[config.mk]
export PLATFORM = sky130hd
export DESIGN_NAME = fsm_host_bridge
export DESIGN_NICKNAME = d
export VERILOG_FILES = /design/src/rtl/fsm_host_bridge.sv
export SDC_FILE = /design/constraint.sdc
export NUM_CORES = 1
export LEC_CHECK = 0
export CAP_MARGIN = 20
export CORE_MARGIN = 8
export CORE_UTILIZATION = 55
export DETAILED_ROUTE_END_ITERATION = 8
export PLACE_DENSITY = 0.95
export SETUP_SLACK_MARGIN = 0.1
export SYNTH_ARGS = -nofsm -noshare
export SYNTH_HDL_FRONTEND = slang
export SYNTH_SLANG_ARGS = --single-unit
[constraint.sdc]
create_clock -name clk -period 5.88 [get_ports clk]
set_clock_uncertainty 0.2 [all_clocks]
set_input_delay 1.764 -clock clk [delete_from_list [all_inputs] [get_ports clk]]
set_output_delay 1.764 -clock clk [all_outputs]
set_load 0.02 [all_outputs]
[src/rtl/fsm_host_bridge.sv]
// Host-side sequencer for the nibble-serial compute FSM: loads both operands, plays an
// opcode program, then reassembles the result nibble stream into a valid/ready response.
module fsm_host_bridge #(
  parameter int N       = 64,
  parameter int N_width = 4,
  parameter int P       = 8,
  parameter int TIMEOUT = 255
) (
  input  logic                   clk,
  input  logic                   rst,
  input  logic                   cmd_valid,
  output logic                   cmd_ready,
  input  logic [N-1:0]           cmd_a,
  input  logic [N-1:0]           cmd_b,
  input  logic [2*P-1:0]         cmd_ops,
  input  logic [$clog2(P+1)-1:0] cmd_op_len,
  output logic                   dut_start,
  output logic                   dut_input_enable,
  output logic [N_width-1:0]     dut_a,
  output logic [N_width-1:0]     dut_b,
  output logic [1:0]             dut_op_val,
  input  logic [N_width-1:0]     dut_out,
  input  logic                   dut_output_valid,
  output logic                   rsp_valid,
  input  logic                   rsp_ready,
  output logic [N-1:0]           rsp_data,
  output logic                   rsp_error,
  output logic                   busy
);
  localparam int NIB = N / N_width;
  localparam int CW  = $clog2(NIB) + 1;
  localparam int IW  = CW - 1;
  localparam int LW  = $clog2(P + 1);
  localparam int OW  = (P > 1) ? $clog2(P) : 1;
  localparam int TW  = $clog2(TIMEOUT + 1);

  localparam logic [CW-1:0] NIB_LAST = CW'(NIB - 1);
  localparam logic [CW-1:0] CNT_ONE  = CW'(1);
  localparam logic [LW-1:0] LEN_MAX  = LW'(P);
  localparam logic [LW-1:0] LEN_ONE  = LW'(1);
  localparam logic [OW-1:0] OP_ONE   = OW'(1);
  localparam logic [TW-1:0] T_LAST   = TW'(TIMEOUT - 1);
  localparam logic [TW-1:0] T_ONE    = TW'(1);

  typedef enum logic [2:0] {IDLE, START, LOAD, RUN, WAIT, COLLECT, RESP} state_t;
  state_t state, state_next;

  logic [NIB-1:0][N_width-1:0] a_reg, b_reg, data_reg;
  logic [P-1:0][1:0]           ops_reg;
  logic [LW-1:0]               len_reg;
  logic [CW-1:0]               nib_cnt;
  logic [OW-1:0]               op_idx;
  logic [TW-1:0]               wait_cnt;
  logic [IW-1:0]               nib_idx;
  logic                        run_last;

  assign nib_idx  = nib_cnt[IW-1:0];
  assign run_last = (LW'(op_idx) == len_reg - LEN_ONE);
  assign rsp_data = data_reg;

  always_ff @(posedge clk or negedge rst) begin
    if (!rst) state <= IDLE;
    else      state <= state_next;
  end

  always_comb begin
    state_next = state;
    case (state)
      IDLE:    if (cmd_valid) state_next = START;
      START:   state_next = LOAD;
      LOAD:    if (nib_cnt == NIB_LAST) state_next = (len_reg == '0) ? WAIT : RUN;
      RUN:     if (run_last) state_next = WAIT;
      WAIT: begin
        if (dut_output_valid)       state_next = COLLECT;
        else if (wait_cnt == T_LAST) state_next = RESP;
      end
      COLLECT: if (!dut_output_valid || nib_cnt == NIB_LAST) state_next = RESP;
      RESP:    if (rsp_ready) state_next = IDLE;
      default: state_next = IDLE;
    endcase
  end

  // Nibble counter ends COLLECT at NIB, hence its extra bit; it restarts at 1 after WAIT
  // because the nibble that ends WAIT is already result nibble 0.
  always_ff @(posedge clk or negedge rst) begin
    if (!rst) begin
      a_reg     <= '0;
      b_reg     <= '0;
      ops_reg   <= '0;
      len_reg   <= '0;
      nib_cnt   <= '0;
      op_idx    <= '0;
      wait_cnt  <= '0;
      data_reg  <= '0;
      rsp_error <= 1'b0;
    end else begin
      case (state)
        IDLE: begin
          if (cmd_valid) begin
            a_reg     <= cmd_a;
            b_reg     <= cmd_b;
            ops_reg   <= cmd_ops;
            len_reg   <= (cmd_op_len > LEN_MAX) ? LEN_MAX : cmd_op_len;
            nib_cnt   <= '0;
            op_idx    <= '0;
            wait_cnt  <= '0;
            data_reg  <= '0;
            rsp_error <= 1'b0;
          end
        end
        LOAD: nib_cnt <= (nib_cnt == NIB_LAST) ? '0 : nib_cnt + CNT_ONE;
        RUN:  op_idx <= op_idx + OP_ONE;
        WAIT: begin
          if (dut_output_valid) begin
            data_reg[0] <= dut_out;
            nib_cnt     <= CNT_ONE;
          end else if (wait_cnt == T_LAST) begin
            data_reg  <= '0;
            rsp_error <= 1'b1;
          end else begin
            wait_cnt <= wait_cnt + T_ONE;
          end
        end
        COLLECT: begin
          if (dut_output_valid) begin
            data_reg[nib_idx] <= dut_out;
            nib_cnt           <= nib_cnt + CNT_ONE;
          end else begin
            rsp_error <= 1'b1;
          end
        end
        default: ;
      endcase
    end
  end

  always_comb begin
    cmd_ready        = 1'b0;
    busy             = 1'b1;
    dut_start        = 1'b0;
    dut_input_enable = 1'b0;
    dut_a            = '0;
    dut_b            = '0;
    dut_op_val       = 2'b00;
    rsp_valid        = 1'b0;
    case (state)
      IDLE: begin
        cmd_ready = 1'b1;
        busy      = 1'b0;
      end
      START: dut_start = 1'b1;
      LOAD: begin
        dut_input_enable = 1'b1;
        dut_a            = a_reg[nib_idx];
        dut_b            = b_reg[nib_idx];
      end
      RUN:           dut_op_val = ops_reg[op_idx];
      WAIT, COLLECT: dut_op_val = 2'b01;
      RESP:          rsp_valid = 1'b1;
      default: ;
    endcase
  end

endmodule

==> metrics.txt, run 1 <==
# TYPE chip_impl_metric gauge
chip_impl_metric{name="setup_viol_count_final",unit=""} 0
chip_impl_info{name="timing.critical_path.cells",value="nor3b_1, nand2b_1, o22ai_1, clkdlybuf4s50_1"} 1
chip_impl_metric{name="largest_net_degree_at_the_start_of_global_routing",unit=""} 116
chip_impl_metric{name="cp_slowest_stage_delay",unit="ns"} 0.69
chip_impl_info{name="grt_setup_unrepaired",value="false"} 1
chip_impl_info{name="worstSetupPathType",value="register to output port"} 1
chip_impl_metric{name="maxCapViolCount",unit=""} 0
chip_impl_metric{name="cts.sinks",unit=""} 232
chip_impl_metric{name="timing.setup.tns",unit="ns"} 0
chip_impl_metric{name="clk_pin_slew_worst_paths",unit="ns"} 0.06
chip_impl_metric{name="die_height",unit="um"} 156
chip_impl_metric{name="finalHoldViolCount",unit=""} 0
chip_impl_metric{name="synth_edf_count",unit=""} 0
chip_impl_metric{name="postSynthRegisterBits",unit=""} 232
chip_impl_metric{name="buffer_ports.inserted",unit=""} 236
chip_impl_info{name="cell_with_the_biggest_individual_delay_on_the_critical_path",value="dfrtp_1"} 1
chip_impl_info{name="synth_top_flop_cell",value="dfrtp_1"} 1
chip_impl_metric{name="dp_cells",unit=""} 1545
chip_impl_metric{name="route.detailed.drc",unit=""} 0
chip_impl_metric{name="clock.fmax",unit="MHz"} 191
chip_impl_metric{name="first_pass_iteration_count_of_the_detailed_router",unit=""} 5
chip_impl_metric{name="crit_arrival",unit="ns"} 3.27
chip_impl_metric{name="static_leakage",unit="nW"} 6.77
chip_impl_metric{name="ys_async_sr_fraction",unit=""} 1.00
chip_impl_metric{name="std_cell_rows",unit=""} 51
chip_impl_metric{name="io_pins",unit=""} 237
chip_impl_metric{name="grt_util_met1",unit=""} 0.297
chip_impl_metric{name="synth-seq-area-share",unit=""} 0.536
chip_impl_metric{name="post_synth.cell_area_avg",unit="um2"} 9.81
chip_impl_metric{name="syn_nets",unit=""} 1272
chip_impl_metric{name="area_growth_syn_to_layout",unit="%"} 29.4
chip_impl_metric{name="min_period",unit="ns"} 5.23
chip_impl_metric{name="finalWeightedCongestion",unit=""} 0.856
chip_impl_metric{name="yosysUniqueCellTypes",unit=""} 50
chip_impl_metric{name="dp_hpwl",unit="um"} 21500
chip_impl_metric{name="globalRouteOverflowTotal",unit=""} 0
chip_impl_metric{name="worst_pin_slew",unit="ns"} 1.03
chip_impl_metric{name="routed_wl",unit="um"} 30000
chip_impl_metric{name="dieWidth",unit="um"} 156
chip_impl_info{name="cts_tree",value="done"} 1
chip_impl_metric{name="r2r_slack",unit="ns"} 2.54
chip_impl_metric{name="routedWlPerCell",unit="um"} 18.9
chip_impl_info{name="grt_busiest_layer",value="met2"} 1
chip_impl_metric{name="vias",unit=""} 8829
chip_impl_metric{name="post_route_cells_drive_above_1_share",unit=""} 0.0765
chip_impl_metric{name="first_iter_violations",unit=""} 658
chip_impl_info{name="timing.critical_path.to_type",value="output port"} 1
chip_impl_metric{name="cts_buffer_depth",unit=""} 3
chip_impl_metric{name="crit_required",unit="ns"} 3.92
chip_impl_metric{name="track_usage",unit=""} 0.245
chip_impl_metric{name="routed_via_density",unit=""} 5.57
chip_impl_metric{name="syn-instance-count",unit=""} 1104
chip_impl_metric{name="htree_num_levels",unit=""} 1
chip_impl_metric{name="cts_made_buffers",unit=""} 23
chip_impl_metric{name="period_share",unit=""} 0.890
chip_impl_metric{name="first_global_vias",unit=""} 9365
chip_impl_info{name="setup.worst_path.start_class",value="register"} 1
chip_impl_info{name="hold_class",value="register to register"} 1
chip_impl_metric{name="grt_first_pass_wirelength",unit="um"} 48000
chip_impl_metric{name="timing.final.max_slew_violations",unit=""} 0
chip_impl_metric{name="ctsHoldBuffers",unit=""} 0
chip_impl_metric{name="met3_usage",unit=""} 0.0507
chip_impl_metric{name="diodes",unit=""} 0
chip_impl_metric{name="postRouteAntennaNets",unit=""} 0
chip_impl_metric{name="grt_antenna_before_repair",unit=""} 0
chip_impl_metric{name="grtUsageMet2",unit=""} 0.432
chip_impl_metric{name="non_filler_instances",unit=""} 1585
chip_impl_metric{name="nNetsFinal",unit=""} 1473
chip_impl_metric{name="cell_area_after_technology_mapping",unit="um2"} 10800
chip_impl_metric{name="power.density",unit="nW/um2"} 270
chip_impl_metric{name="cts_resized",unit=""} 0
chip_impl_metric{name="maxSlewHeadroom",unit=""} 0.315
chip_impl_info{name="ctsRootBufferMaster",value="clkbuf_16"} 1
chip_impl_metric{name="vdd_drop_max",unit="uV"} 215
chip_impl_metric{name="yosysWarnings",unit=""} 0
chip_impl_metric{name="dieArea",unit="um2"} 24400
chip_impl_metric{name="floorplan.initialDensity",unit=""} 0.558
chip_impl_metric{name="finalPower",unit="mW"} 3.79
chip_impl_metric{name="critical_path_peak_fanout",unit=""} 19
chip_impl_metric{name="clock_insertion_delay_worst_skew",unit="ns"} 0.51
chip_impl_metric{name="placeableCoreArea",unit="um2"} 19400
chip_impl_metric{name="postCtsSetupBuffers",unit=""} 0
chip_impl_info{name="outcome",value="finished clean"} 1
## critical path, delay by kind of cell (launching register included)
family / cells / cell delay [ns]
buf+inv: 1 / 0.66
simple gates: 2 / 1.04
compound gates: 1 / 0.36
flops: 1 / 0.69
## through the flow
stage	setup slack (ns)	hold slack (ns)	cell area (um2)	util
2_1_floorplan	1.83	0.240	10800	-
3_3_place_gp	1.20	0.253	13300	0.687
3_5_place_dp	1.16	0.258	13300	0.687
4_1_cts	0.593	0.273	14000	0.723
5_1_grt	0.449	0.285	14000	0.723
6_report	0.649	0.270	14000	0.723
## synth_stat cells, drive strengths merged (5+ instances only)
master	count	area share
a21oi	10	0.0057
nor2	72	0.025
mux4	36	0.075
buf	34	0.016
a31oi	5	0.0029
a22o	9	0.0073
dfrtp	232	0.54
clkbuf	36	0.012
xor2	6	0.0049
nand2	460	0.16
mux2i	74	0.068
nand3	13	0.0060
ha	11	0.013
inv	14	0.0049
nor3	17	0.018
o22ai	8	0.0046
o21ai	19	0.0088
## path summary, 6_finish.rpt
| path | startpoint | to | cells past startpoint |
|---|---|---|---|
| max | state[1] | dut_b[1] | 4 |
| min | b_reg[24] | b_reg[24] | 2 |
| max reg2reg | nib_cnt[0] | state[1] | 9 |
| min reg2reg | b_reg[24] | b_reg[24] | 2 |
| max in group asynchronous | rst | b_reg[61] | 2 |
| min in group asynchronous | rst | rsp_error | 1 |
## routing by layer
metal  wire, um  share of wire
met1      11600           0.39
met2      15200           0.51
met3       2480          0.083
met4        694          0.023
met5          0              0
## cells in the final DEF, fill, tap and decap left out, types with 11 or more instances in the layout
cell	netlist	final
mux4_2	36	36
clkdlybuf4s50_1	0	235
nand2_1	460	459
clkbuf_16	0	23
dfrtp_1	232	230
nor2_1	72	72
nand3_1	13	13
ha_1	11	11
mux2i_1	74	74
inv_1	14	14
o21ai_0	19	19
## kinds of logic after synthesis
| kind of cell | after synthesis | synth area share |
|---|---|---|
| AO/OA/AOI/OAI | 67 | 0.0411 |
| XOR/XNOR | 7 | 0.00566 |
| buffers and inverters | 84 | 0.0333 |
| AND/OR/NAND/NOR | 593 | 0.228 |
| flip-flops | 232 | 0.536 |
| multiplexers | 110 | 0.143 |
| adder cells (fa/ha/maj) | 11 | 0.0127 |
## where the power goes
part | internal [mW] | switching (mW) | total [mW]
clock | 0.759 | 0.608 | 1.37
sequential | 1.64 | 0.165 | 1.81
combinational | 0.325 | 0.288 | 0.613
total | 2.73 | 1.06 | 3.79
## layout make-up
class	instances	area (um2)
clock inverter	10	65.1
clock buffer	30	632
sequential	232	5810
multi-input combinational	788	4680
tap	265	332
fill	1359	5380
timing repair buffer	246	2450
inverter	14	52.6
No activity file was read; power rests on OpenSTA's default activity.
==> run 2, diff against run 1 <==
CORE_MARGIN = 2   (was 8)
==> metrics.txt, run 2 (synthesis results as in run 1) <==
# TYPE chip_impl_metric gauge
chip_impl_info{name="outcome",value="finished clean"} 1
chip_impl_info{name="setup.worst_path.start_class",value="register"} 1
chip_impl_metric{name="cts_resized",unit=""} 0
chip_impl_metric{name="r2r_slack",unit="ns"} 2.61
chip_impl_metric{name="dieWidth",unit="um"} 144
chip_impl_metric{name="place_area",unit="um2"} 13300
chip_impl_metric{name="static_leakage",unit="nW"} 6.79
chip_impl_metric{name="floorplan.initialDensity",unit=""} 0.558
chip_impl_metric{name="routedWlPerCell",unit="um"} 18.1
chip_impl_metric{name="die_height",unit="um"} 144
chip_impl_metric{name="postRouteAntennaNets",unit=""} 0
chip_impl_metric{name="routed_via_density",unit=""} 5.56
chip_impl_metric{name="std_cell_rows",unit=""} 51
chip_impl_metric{name="clock_insertion_delay_worst_skew",unit="ns"} 0.51
chip_impl_metric{name="routed_wl",unit="um"} 28800
chip_impl_metric{name="track_usage",unit=""} 0.284
chip_impl_metric{name="first_global_vias",unit=""} 8957
chip_impl_metric{name="vias",unit=""} 8818
chip_impl_metric{name="htree_num_levels",unit=""} 1
chip_impl_metric{name="finalHoldViolCount",unit=""} 0
chip_impl_info{name="hold_class",value="register to register"} 1
chip_impl_info{name="ctsRootBufferMaster",value="clkbuf_16"} 1
chip_impl_metric{name="timing.final.max_slew_violations",unit=""} 0
chip_impl_metric{name="stdcell_area",unit="um2"} 14100
chip_impl_metric{name="maxSlewHeadroom",unit=""} 0.327
chip_impl_metric{name="buffer_ports.inserted",unit=""} 236
chip_impl_metric{name="cts_buffer_depth",unit=""} 3
chip_impl_metric{name="pre_cts_ws",unit="ns"} 1.21
chip_impl_metric{name="fillCellCount",unit=""} 1324
chip_impl_metric{name="clock.fmax",unit="MHz"} 190
chip_impl_info{name="timing.critical_path.to_type",value="output port"} 1
chip_impl_metric{name="setup_viol_count_final",unit=""} 0
chip_impl_metric{name="clk_pin_slew_worst_paths",unit="ns"} 0.06
chip_impl_metric{name="placeableCoreArea",unit="um2"} 19400
chip_impl_metric{name="dieArea",unit="um2"} 20800
chip_impl_metric{name="postCtsSetupBuffers",unit=""} 0
chip_impl_metric{name="crit_required",unit="ns"} 3.92
chip_impl_info{name="worstSetupPathType",value="register to output port"} 1
chip_impl_metric{name="critical_path_peak_fanout",unit=""} 19
chip_impl_metric{name="finalWeightedCongestion",unit=""} 0.856
chip_impl_metric{name="cts_made_buffers",unit=""} 24
chip_impl_info{name="grt_setup_unrepaired",value="false"} 1
chip_impl_metric{name="worstRegToRegCells",unit=""} 9
chip_impl_metric{name="crit_arrival",unit="ns"} 3.31
chip_impl_metric{name="grt_first_pass_wirelength",unit="um"} 46100
chip_impl_metric{name="largest_net_degree_at_the_start_of_global_routing",unit=""} 130
chip_impl_metric{name="period_share",unit=""} 0.897
chip_impl_metric{name="dp_hpwl",unit="um"} 20000
chip_impl_metric{name="maxCapViolCount",unit=""} 0
chip_impl_metric{name="post_route_cells_drive_above_1_share",unit=""} 0.0735
chip_impl_metric{name="min_period",unit="ns"} 5.27
chip_impl_metric{name="first_iter_violations",unit=""} 621
chip_impl_metric{name="cts.sinks",unit=""} 232
chip_impl_info{name="top_signal_layer_used",value="met5"} 1
chip_impl_metric{name="route.detailed.drc",unit=""} 0
chip_impl_metric{name="power.density",unit="nW/um2"} 274
chip_impl_metric{name="timing.setup.tns",unit="ns"} 0
chip_impl_metric{name="dr_wl_met2",unit="um"} 14300
chip_impl_metric{name="ctsHoldBuffers",unit=""} 0
chip_impl_metric{name="vdd_drop_max",unit="uV"} 199
chip_impl_info{name="layout.cells.most_common",value="nand2_1"} 1
chip_impl_metric{name="first_pass_iteration_count_of_the_detailed_router",unit=""} 5
chip_impl_metric{name="grt_antenna_before_repair",unit=""} 2
chip_impl_metric{name="whs_path_depth",unit=""} 2
chip_impl_metric{name="drt-met1-wl",unit="um"} 11100
chip_impl_metric{name="globalRouteOverflowTotal",unit=""} 0
chip_impl_metric{name="nNetsFinal",unit=""} 1473
chip_impl_metric{name="area_growth_syn_to_layout",unit="%"} 30.1
chip_impl_metric{name="worst_pin_slew",unit="ns"} 1.01
chip_impl_metric{name="dr_wl_met3",unit="um"} 2350
chip_impl_info{name="layout.cells.most_common_list",value="459 x nand2_1, 235 x clkdlybuf4s50_1, 230 x dfrtp_1, 74 x mux2i_1, 72 x nor2_1"} 1
chip_impl_info{name="cts_tree",value="done"} 1
chip_impl_metric{name="postLayoutSetupSlackWorst",unit="ns"} 0.607
chip_impl_metric{name="io_pins",unit=""} 237
## run 2: through the flow
step | util | power (mW) | hold WS (ns) | instances
final | 0.726 | 3.87 | 0.273 | 1586
after global routing | 0.726 | 4.03 | 0.293 | 1586
after CTS | 0.725 | 3.88 | 0.276 | 1584
after detailed placement | 0.687 | 2.45 | 0.261 | 1543
after global placement | 0.687 | 2.42 | 0.253 | 1543
after floorplan | - | 2.16 | 0.240 | 1104
## run 2: worst max-delay path, stage by stage, from the launching register on
cell	delay [ns]
dfrtp_1	0.69
nor3b_1	0.57
nand2b_1	0.47
o22ai_1	0.40
clkdlybuf4s50_1	0.67
## run 2: final timing paths
kind	from	endpoint
max reg2reg	nib_cnt[1]	state[1]
min in group asynchronous	rst	rsp_data[3]
max	state[1]	dut_a[0]
min reg2reg	b_reg[43]	b_reg[43]
max in group asynchronous	rst	a_reg[60]
min	b_reg[43]	b_reg[43]
## run 2: power breakdown
group / leakage [nW] / internal (mW) / switching, mW
Sequential: 3.15 / 1.64 / 0.132
Clock: 0.358 / 0.826 / 0.604
Combinational: 3.29 / 0.340 / 0.321
Total: 6.79 / 2.81 / 1.06
## run 2: per-layer routing
layer / vias up / GRT usage
li1: 4028 / -
met5: - / 0
met3: 81 / 0.0576
met1: 4304 / 0.365
met2: 403 / 0.478
met4: 2 / 0.109
## run 2: area by class of cell
type                    instances  area (um2)  area share
flip-flops and latches        232        5810       0.412
multi-input cells             788        4680       0.332
repair buffers                245        2480       0.176
clock buffers                  37         711      0.0504
well taps                     265         332      0.0235
inverters                      14        52.6     0.00373
clock inverters                 4        22.5     0.00160
diodes                          1        2.50    0.000178
